--- src/rtl/io_responder_if.sv ---
// ---------------------------------------------------------------------------
// io_responder_if
//   Memory-mapped IO bus between the Risc32 core and the io_responder block.
//
//   Signals:
//     io_address      byte address from the processor
//     io_write_value  store data from the processor
//     io_read_value   load data back to the processor (combinational)
//     io_write_en     one-cycle store strobe
//     io_read_en      load strobe
//
//   Handshake: there is no valid/ready on this bus. A store happens on
//   every rising clock edge where io_write_en is high. A load is answered
//   in the same cycle that io_read_en is high, with no wait states. A
//   load has no side effects.
//
//   Modports:
//     master  processor side (drives address/data/strobes)
//     slave   responder side (drives io_read_value)
// ---------------------------------------------------------------------------
interface io_responder_if;
    logic [31:0] io_address;
    logic [31:0] io_write_value;
    logic [31:0] io_read_value;
    logic        io_write_en;
    logic        io_read_en;

    modport master (
        output io_address,
        output io_write_value,
        output io_write_en,
        output io_read_en,
        input  io_read_value
    );

    modport slave (
        input  io_address,
        input  io_write_value,
        input  io_write_en,
        input  io_read_en,
        output io_read_value
    );
endinterface

--- src/rtl/io_responder.sv ---
// ---------------------------------------------------------------------------
// io_responder
//   Bus responder for the Risc32 memory-mapped IO port. It decodes
//   IO_BASE..IO_BASE+0x1F (word-aligned) and holds these resources:
//     - a GPIO output register
//     - a two-flop synchronised GPIO input
//     - a 32-bit timer with a compare register, a sticky match flag and an irq
//     - a FIFO_D-entry byte TX FIFO, drained by a valid/ready consumer
//
//   Ports:
//     clk       system clock; all state changes on the rising edge
//     reset_n   asynchronous active-low reset
//     io        slave side of io_responder_if (address/data/strobes in,
//               read data out)
//     gpio_in   asynchronous external inputs
//     gpio_out  registered GPIO outputs
//     tx_data   FIFO head byte (0 when empty)
//     tx_valid  FIFO non-empty
//     tx_ready  consumer takes the head at a clock edge when tx_valid is high
//     irq       registered STATUS.match & CTRL.irq_en
//
//   Register map (byte offset):
//     0x00 GPIO_OUT RW   0x04 GPIO_IN RO   0x08 TIMER RW   0x0C CMP RW
//     0x10 CTRL RW (b0 timer_en, b1 irq_en)
//     0x14 STATUS (b0 match W1C, b1 full, b2 empty, b3 ovf W1C, b[6:4] count)
//     0x18 TX_DATA WO (reads 0)   0x1C reserved
// ---------------------------------------------------------------------------
module io_responder #(
    parameter logic [31:0] IO_BASE = 32'h0000_1000,
    parameter int          GPIO_W  = 8,
    parameter int          FIFO_D  = 4
) (
    input  logic              clk,
    input  logic              reset_n,
    io_responder_if.slave     io,
    input  logic [GPIO_W-1:0] gpio_in,
    output logic [GPIO_W-1:0] gpio_out,
    output logic [7:0]        tx_data,
    output logic              tx_valid,
    input  logic              tx_ready,
    output logic              irq
);

    localparam int PTR_W = $clog2(FIFO_D);
    localparam int CNT_W = $clog2(FIFO_D + 1);

    localparam logic [2:0] OFF_GPIO_OUT = 3'd0;
    localparam logic [2:0] OFF_GPIO_IN  = 3'd1;
    localparam logic [2:0] OFF_TIMER    = 3'd2;
    localparam logic [2:0] OFF_CMP      = 3'd3;
    localparam logic [2:0] OFF_CTRL     = 3'd4;
    localparam logic [2:0] OFF_STATUS   = 3'd5;
    localparam logic [2:0] OFF_TX_DATA  = 3'd6;

    // State registers
    logic [GPIO_W-1:0] sync1_q, sync2_q;
    logic [GPIO_W-1:0] gpio_out_q, gpio_out_d;
    logic [31:0]       timer_q, timer_d;
    logic [31:0]       cmp_q, cmp_d;
    logic [1:0]        ctrl_q, ctrl_d;
    logic              match_q, match_d;
    logic              ovf_q, ovf_d;
    logic              irq_q, irq_d;
    logic [PTR_W-1:0]  wr_ptr_q, wr_ptr_d;
    logic [PTR_W-1:0]  rd_ptr_q, rd_ptr_d;
    logic [CNT_W-1:0]  count_q, count_d;
    logic [7:0]        mem_q [FIFO_D];

    // Decode
    logic        hit;
    logic [2:0]  offset;
    logic        wr_hit;
    logic [31:0] wdata;
    logic        fifo_full, fifo_empty;
    logic        push, pop, push_ok;
    logic        match_set;
    logic [31:0] status_w;
    logic [31:0] rd_data;

    // Byte-lane bits of the address are ignored on purpose.
    logic unused_addr_bits;
    assign unused_addr_bits = ^io.io_address[1:0];

    assign hit    = (io.io_address[31:5] == IO_BASE[31:5]);
    assign offset = io.io_address[4:2];
    assign wr_hit = io.io_write_en & hit;
    assign wdata  = io.io_write_value;

    assign fifo_full  = (count_q == CNT_W'(FIFO_D));
    assign fifo_empty = (count_q == '0);

    assign tx_valid = ~fifo_empty;
    // The head slot is never overwritten while occupied: writes go to
    // wr_ptr, which only equals rd_ptr when empty or full, and a push into a
    // full FIFO is accepted only together with a pop.
    assign tx_data  = fifo_empty ? 8'h00 : mem_q[rd_ptr_q];
    assign gpio_out = gpio_out_q;
    assign irq      = irq_q;

    assign pop       = tx_valid & tx_ready;
    assign push      = wr_hit && (offset == OFF_TX_DATA);
    assign push_ok   = push && (!fifo_full || pop);
    // Compare against the pre-increment timer value.
    assign match_set = ctrl_q[0] && (timer_q == cmp_q);

    always_comb begin
        status_w              = '0;
        status_w[0]           = match_q;
        status_w[1]           = fifo_full;
        status_w[2]           = fifo_empty;
        status_w[3]           = ovf_q;
        status_w[4 +: CNT_W]  = count_q;
    end

    // Read mux: pure combinational, no side effects.
    always_comb begin
        rd_data = '0;
        if (io.io_read_en && hit) begin
            case (offset)
                OFF_GPIO_OUT: rd_data = 32'(gpio_out_q);
                OFF_GPIO_IN:  rd_data = 32'(sync2_q);
                OFF_TIMER:    rd_data = timer_q;
                OFF_CMP:      rd_data = cmp_q;
                OFF_CTRL:     rd_data = {30'b0, ctrl_q};
                OFF_STATUS:   rd_data = status_w;
                default:      rd_data = '0;
            endcase
        end
    end
    assign io.io_read_value = rd_data;

    // Next-state logic
    always_comb begin
        gpio_out_d = gpio_out_q;
        timer_d    = timer_q;
        cmp_d      = cmp_q;
        ctrl_d     = ctrl_q;
        match_d    = match_q;
        ovf_d      = ovf_q;
        wr_ptr_d   = wr_ptr_q;
        rd_ptr_d   = rd_ptr_q;
        count_d    = count_q;

        if (wr_hit && offset == OFF_GPIO_OUT) gpio_out_d = wdata[GPIO_W-1:0];
        if (wr_hit && offset == OFF_CMP)      cmp_d      = wdata;
        if (wr_hit && offset == OFF_CTRL)     ctrl_d     = wdata[1:0];

        // A software write to TIMER wins over the increment.
        if (wr_hit && offset == OFF_TIMER) timer_d = wdata;
        else if (ctrl_q[0])                timer_d = timer_q + 32'd1;

        // For the sticky flags, a set wins over a W1C in the same cycle.
        if (wr_hit && offset == OFF_STATUS && wdata[0]) match_d = 1'b0;
        if (match_set)                                 match_d = 1'b1;
        if (wr_hit && offset == OFF_STATUS && wdata[3]) ovf_d   = 1'b0;
        if (push && fifo_full && !pop)                 ovf_d   = 1'b1;

        if (push_ok) wr_ptr_d = wr_ptr_q + PTR_W'(1);
        if (pop)     rd_ptr_d = rd_ptr_q + PTR_W'(1);
        if (push_ok && !pop)      count_d = count_q + CNT_W'(1);
        else if (!push_ok && pop) count_d = count_q - CNT_W'(1);

        irq_d = match_d & ctrl_d[1];
    end

    always_ff @(posedge clk or negedge reset_n) begin
        if (!reset_n) begin
            sync1_q    <= '0;
            sync2_q    <= '0;
            gpio_out_q <= '0;
            timer_q    <= '0;
            cmp_q      <= 32'hFFFF_FFFF;
            ctrl_q     <= '0;
            match_q    <= 1'b0;
            ovf_q      <= 1'b0;
            irq_q      <= 1'b0;
            wr_ptr_q   <= '0;
            rd_ptr_q   <= '0;
            count_q    <= '0;
        end else begin
            sync1_q    <= gpio_in;
            sync2_q    <= sync1_q;
            gpio_out_q <= gpio_out_d;
            timer_q    <= timer_d;
            cmp_q      <= cmp_d;
            ctrl_q     <= ctrl_d;
            match_q    <= match_d;
            ovf_q      <= ovf_d;
            irq_q      <= irq_d;
            wr_ptr_q   <= wr_ptr_d;
            rd_ptr_q   <= rd_ptr_d;
            count_q    <= count_d;
        end
    end

    // FIFO storage needs no reset; empty/valid come from count_q.
    always_ff @(posedge clk) begin
        if (push_ok) mem_q[wr_ptr_q] <= wdata[7:0];
    end

endmodule

--- src/flat_wrapper.sv ---
// flat-port wrapper written by rule: the top's interface ports become plain ports
module io_responder_flat 
#(
    parameter logic [31:0] IO_BASE = 32'h0000_1000,
    parameter int          GPIO_W  = 8,
    parameter int          FIFO_D  = 4
)
  (clk, reset_n, gpio_in, gpio_out, tx_data, tx_valid, tx_ready, irq, io_io_address, io_io_write_value, io_io_write_en, io_io_read_en, io_io_read_value);
  io_responder_if io_i ();
  input  logic clk;
  input  logic reset_n;
  input  logic [GPIO_W-1:0] gpio_in;
  output logic [GPIO_W-1:0] gpio_out;
  output logic [7:0] tx_data;
  output logic tx_valid;
  input  logic tx_ready;
  output logic irq;
  input wire logic [$bits(io_i.io_address)-1:0] io_io_address;
  input wire logic [$bits(io_i.io_write_value)-1:0] io_io_write_value;
  input wire logic [$bits(io_i.io_write_en)-1:0] io_io_write_en;
  input wire logic [$bits(io_i.io_read_en)-1:0] io_io_read_en;
  output wire logic [$bits(io_i.io_read_value)-1:0] io_io_read_value;
  assign io_i.io_address = io_io_address;
  assign io_i.io_write_value = io_io_write_value;
  assign io_i.io_write_en = io_io_write_en;
  assign io_i.io_read_en = io_io_read_en;
  assign io_io_read_value = io_i.io_read_value;
  io_responder #(.IO_BASE(IO_BASE), .GPIO_W(GPIO_W), .FIFO_D(FIFO_D)) u_core (.clk(clk), .reset_n(reset_n), .io(io_i), .gpio_in(gpio_in), .gpio_out(gpio_out), .tx_data(tx_data), .tx_valid(tx_valid), .tx_ready(tx_ready), .irq(irq));
endmodule
--- config.mk ---
export PLATFORM = sky130hd
export DESIGN_NAME = io_responder_flat
export DESIGN_NICKNAME = d
export VERILOG_FILES = /design/src/rtl/io_responder_if.sv /design/src/rtl/io_responder.sv /design/src/flat_wrapper.sv
export SDC_FILE = /design/constraint.sdc
export NUM_CORES = 1
export LEC_CHECK = 0
export ABC_AREA = 1
export CORE_MARGIN = 3
export CORE_UTILIZATION = 54
export CTS_CLUSTER_SIZE = 20
export DETAILED_ROUTE_END_ITERATION = 10
export MAX_ROUTING_LAYER = met4
export PLACE_DENSITY = 0.81
export SYNTH_ARGS = -nofsm -noshare
export SYNTH_HDL_FRONTEND = slang
export SYNTH_SLANG_ARGS = --single-unit
--- constraint.sdc ---
create_clock -name clk -period 3 [get_ports clk]
set_clock_uncertainty 0.1 [all_clocks]
set_input_delay 0.45 -clock clk [delete_from_list [all_inputs] [get_ports clk]]
set_output_delay 0.45 -clock clk [all_outputs]
set_load 0.1 [all_outputs]
Word level (Yosys, flattened, before mapping). Memory sizes are Yosys's and may differ from the RTL's. Index checks and enable logic that the tools add are counted.

Logic and storage cells: 70. Bits in writable memories: 32. Bits in registers: 100. Memories: 1.

Bitwise logic cells: 4. Multiplexer cells: 14. Eq/ne operators: 9. Reductions and logical operators: 24. $add $sub $neg: 5.

Memory list: u_core.mem_q (words 4, width 8, rd ports 1, clocked after Yosys merged registers in 0, write ports 1, line io_responder.sv:67) `logic [7:0] mem_q [FIFO_D];`.

Operators by type and width (number): 32-bit case mux with 6 select lines (1); 32-bit two-way mux (3); 32-bit by 1-bit adder with 32-bit output, second input constant (1); 32-bit equality test (1); 27-bit by 8-bit equality test with 1-bit output, second input constant (1); 1-bit logical AND (15); 3-bit equality test, second input constant (4); 8-bit two-way mux (1); 3-bit by 2-bit equality test with 1-bit output, second input constant (2); 3-bit zero test (2); 1-bit two-way mux (6); 3-bit two-way mux (2); 2-bit nonzero test (3); 2-bit by 1-bit adder with 2-bit output, second input constant (2); 3-bit by 1-bit adder with 3-bit output, second input constant (1); 1-bit AND (3); 3-bit by 1-bit equality test with 1-bit output, second input constant (1); 1-bit zero test (3); 3-bit by 1-bit subtractor with 3-bit output, second input constant (1); 2-bit two-way mux (1); 1-bit logical OR (1); 1-bit NOT (1).

Longest topological paths before layout.
Word-level depth: 9. Mapped depth: 16. Gate-level depth less buffers: 16.

Least setup slack after synthesis. Ideal clock, no wire load.

Path type: register -> output. From: register u_core.count_q[0]. To: output io_io_read_value[2]. Stages on the path, launching flop included: 6. Path buffers: 0. Setup slack: -0.811 ns. Data arrival time: 3.261 ns. Cell sequence: dfrtp_1 -> nor3_2 -> inv_1 -> o21ai_0 -> a21oi_1 -> a31oi_1.

Word-level cells in the longest chain between the ends: 3.

Ends and longest elaborated chain: start, declared (line io_responder.sv:66) `logic [CNT_W-1:0] count_q, count_d;`; start signal, assigned (line io_responder.sv:192) `count_q <= count_d;`; 3-bit zero test (line io_responder.sv:90) `assign fifo_empty = (count_q == '0);`; 32-bit case mux with 6 select lines (line io_responder.sv:119) `case (offset)`; 32-bit two-way mux (line io_responder.sv:118) `if (io.io_read_en && hit) begin`; end, declared (line flat_wrapper.sv:22) `output wire logic [$bits(io_i.io_read_value)-1:0] io_io_read_value;`.

No other way between the ends.

Worst setup path in the final report.
From: input io_io_address[4]. To: output io_io_read_value[0].

Word-level cells in the longest chain between the ends: 3. Elaborated cells between the ends (all ways): 8.

Ends and longest elaborated chain: start, declared (line flat_wrapper.sv:18) `input wire logic [$bits(io_i.io_address)-1:0] io_io_address;`; 3-bit equality test (tied with other cells) (line io_responder.sv:119); 32-bit case mux with 6 select lines (*) (line io_responder.sv:119); 32-bit two-way mux (*) (line io_responder.sv:118).

Mark *: on every way between the ends. The rest lies on a longest branch, timed or not.

==> metrics.txt <==
status completed; Skew-Pair Late Insertion Delay 0.43 ns; P&R area growth vs syn 30.6%; post-layout util 74.0%; # DRC 0; Yosys top cell by area dfrtp_1; Avg Inst Size Synth 7.83 µm²; fin cells 1301; Worst Setup End Kind output pin; Period minus WS final 2.88 ns; GRT Overall Usage 27.8%; leakage power 4.20 nW; Synth Instances 980; Die Footprint 15700 µm²; CTS Buf Count 17; IO Port Bufs 124; Final #Nets 1196; Synth top area share 22.2%; first-pass GRT wire length 34.2 mm; clk root buf clkbuf_16; Reg2Reg Depth 8; drt wl/cell 16.1 µm; Seq/Total Area, Yosys 45.6%; Unique masters post-synth 47; dpl cells 1268; worst slack, placed 0.0207 ns; top-level I/O count 127; DR iter-0 viols 647; number of fill cells 981; DP Area 9450 µm²; VDD IR max 0.483 mV; number of vias per cell 5.43; Starting Density 56.6%; Max Fanout on Critical Path 31; async set or reset register ratio after synthesis 75.8%; Post-synth EDFFs 32; Max Slew Vio Count 0; dpl hpwl 14.6 mm; Tcrit/Tclk final 96.0%; fmax 347 MHz; R2R Path Start u_core.count_q[0]; critical path type primary input to output pin; Hold Violations, Final 0; antenna-violating nets left 0; vias in the first global route 6973; die height 125 µm; worst reg2reg setup slack 0.64 ns; fin worst setup slack 0.120 ns; post-synthesis cell area 7680 µm²; share of cells above drive strength 1 20.2%; CP required 2.45 ns; Worst path slowest cell clkdlybuf4s50_1; largest net degree at the start of global routing 78; DRT Pass-1 Iters 6; Reg2Reg Capture Point u_core.count_q[1]; flops & latches, synth 132; Critical Path Start Type primary input; initial antenna violation count 0; Worst EP arrival 2.33 ns; CTS H-Tree Depth 4; post-route design area 10000 µm²; clock-pin slew on the worst setup and hold paths 0.05 ns; die width 125 µm; Placer Congestion 0.963; Rel. slew slack 34.0%; Core Rows 42; Post-synth top cells nand2_1, nor2_1, inv_1, dfrtp_1, nand3_1; Net Count, Synth 1064; total gr overflow 0; predominant post-synthesis flop cell dfrtp_1; Synth warnings 0; core footprint 13600 µm²; Crit path largest cell delay 0.45 ns; RSZ-0062 raised after global routing no; # Max-Cap Violations 0; crit-path cells clkdlybuf4s50_1 > inv_1 > nand3_1 > inv_2 > buf_12 > nand2_1 > o21ai_0 > inv_1 > a41oi_2 > buf_12; CTS sink cnt 132; count leader, synth nand2_1; final WL 21.0 mm; diode count 0; CTS tree yes; Hold WC Path Type primary input to async pin; Final setup viols 0; CTS Buffer Depth 2; P per Cell Area 533 nW/µm²; top post-synthesis cells by area dfrtp_1, nand2_1, edfxtp_1; DR vias 7060; Slew @ Worst Pin 0.989 ns
critical path: cells and delay by family:
family	cells	cell delay (ns)
AOI/OAI and AO/OA	2	0.27
buffers and inverters	6	1.29
and+or+nand+nor	2	0.30
state kept, by name, summed over array words and instances (netlist names):
register         cells
u_core.cmp_q        32
u_core.count_q       3
u_core.ctrl_q        2
u_core.gpio_out      8
u_core.irq           1
u_core.match_q       1
u_core.mem_q        32
u_core.ovf_q         1
u_core.rd_ptr_q      2
u_core.sync1_q       8
u_core.sync2_q       8
u_core.timer_q      32
u_core.wr_ptr_q      2
cell type report:
type	instances	area [µm²]	area share (%)
clock buffers	21	440	4.39
clock inverters	11	111	1.11
inverters	112	425	4.24
multi-input cells	702	3620	36.1
flip-flops and latches	132	3500	34.9
well taps	176	220	2.20
repair buffers	147	1710	17.1
cells by family (layout without fill, tap and decap cells):
kind of cell	after synthesis	after routing	synth area share [%]
adder cells (fa/ha/maj)	7	7	1.24
flip-flops	132	132	45.6
AND/OR/NAND/NOR	540	540	30.5
buffers and inverters	146	291	8.52
AO/OA/AOI/OAI	127	127	10.8
XOR/XNOR	27	27	3.08
multiplexers	1	1	0.147
worst max path at each step:
stage | startpoint | endpoint | slack (ns) | cells after the start
2_1_floorplan | io_io_address[28] | io_io_read_value[3] | -0.30 | 7
3_3_place_gp | io_io_address[12] | u_core.count_q[2] | 0.08 | 17
3_5_place_dp | io_io_address[12] | u_core.count_q[2] | 0.02 | 17
4_1_cts | io_io_address[4] | io_io_read_value[0] | 0.12 | 10
5_1_grt | io_io_address[4] | io_io_read_value[0] | 0.02 | 10
6_report | io_io_address[4] | io_io_read_value[0] | 0.12 | 10
metrics by stage:
stage | power [mW] | TNS, ns | hold slack [ns]
2_1_floorplan | 3.03 | -1.54 | 0.0544
3_3_place_gp | 3.40 | 0 | 0.231
3_5_place_dp | 3.42 | 0 | 0.235
4_1_cts | 5.37 | 0 | 0.118
5_1_grt | 5.55 | 0 | 0.163
6_report | 5.35 | 0 | 0.108
cells in the final DEF, fill, tap and decap left out, drive strengths merged, types with 2 or more instances in the layout:
master         netlist  final
xnor2                9      9
nand3               68     68
dfstp               32     32
xor2                18     18
nor2               152    152
clkdlybuf4s50        0     73
nor3b                4      4
nand2              285    285
o21ai               68     68
nand3b               2      2
edfxtp              32     32
clkinv               3      8
o22ai                2      2
clkbuf               6     21
a31oi                5      5
clkinvlp             0      4
a21oi               22     22
buf                 28     74
a221oi               2      2
bufinv               0      2
inv                109    109
a22oi               25     25
nand4               16     16
dfrtp               68     68
ha                   6      6
nor3                11     11
routing by layer:
metal	share of wire [%]	up-vias	track usage, %
met2	49	293	43.8
met1	42	3302	35.6
met5	0	-	-
met4	2.0	0	9.69
met3	7.6	40	6.48
li1	-	3425	-
report_power, final:
| group | internal, mW | total, mW | switching [mW] | leakage, nW |
|---|---|---|---|---|
| clock | 1.21 | 1.96 | 0.750 | 0.256 |
| sequential | 1.89 | 1.98 | 0.0941 | 1.43 |
| combinational | 0.366 | 1.41 | 1.04 | 2.51 |
| total | 3.46 | 5.35 | 1.88 | 4.20 |
what timing repair did:
item,in CTS,in global routing
resized for setup,0,5
setup endpoints to repair,0,6
buffers inserted,0,1
hold endpoints to repair,0,0
hold buffers,0,0
No activity file was read; power rests on OpenSTA's default activity.
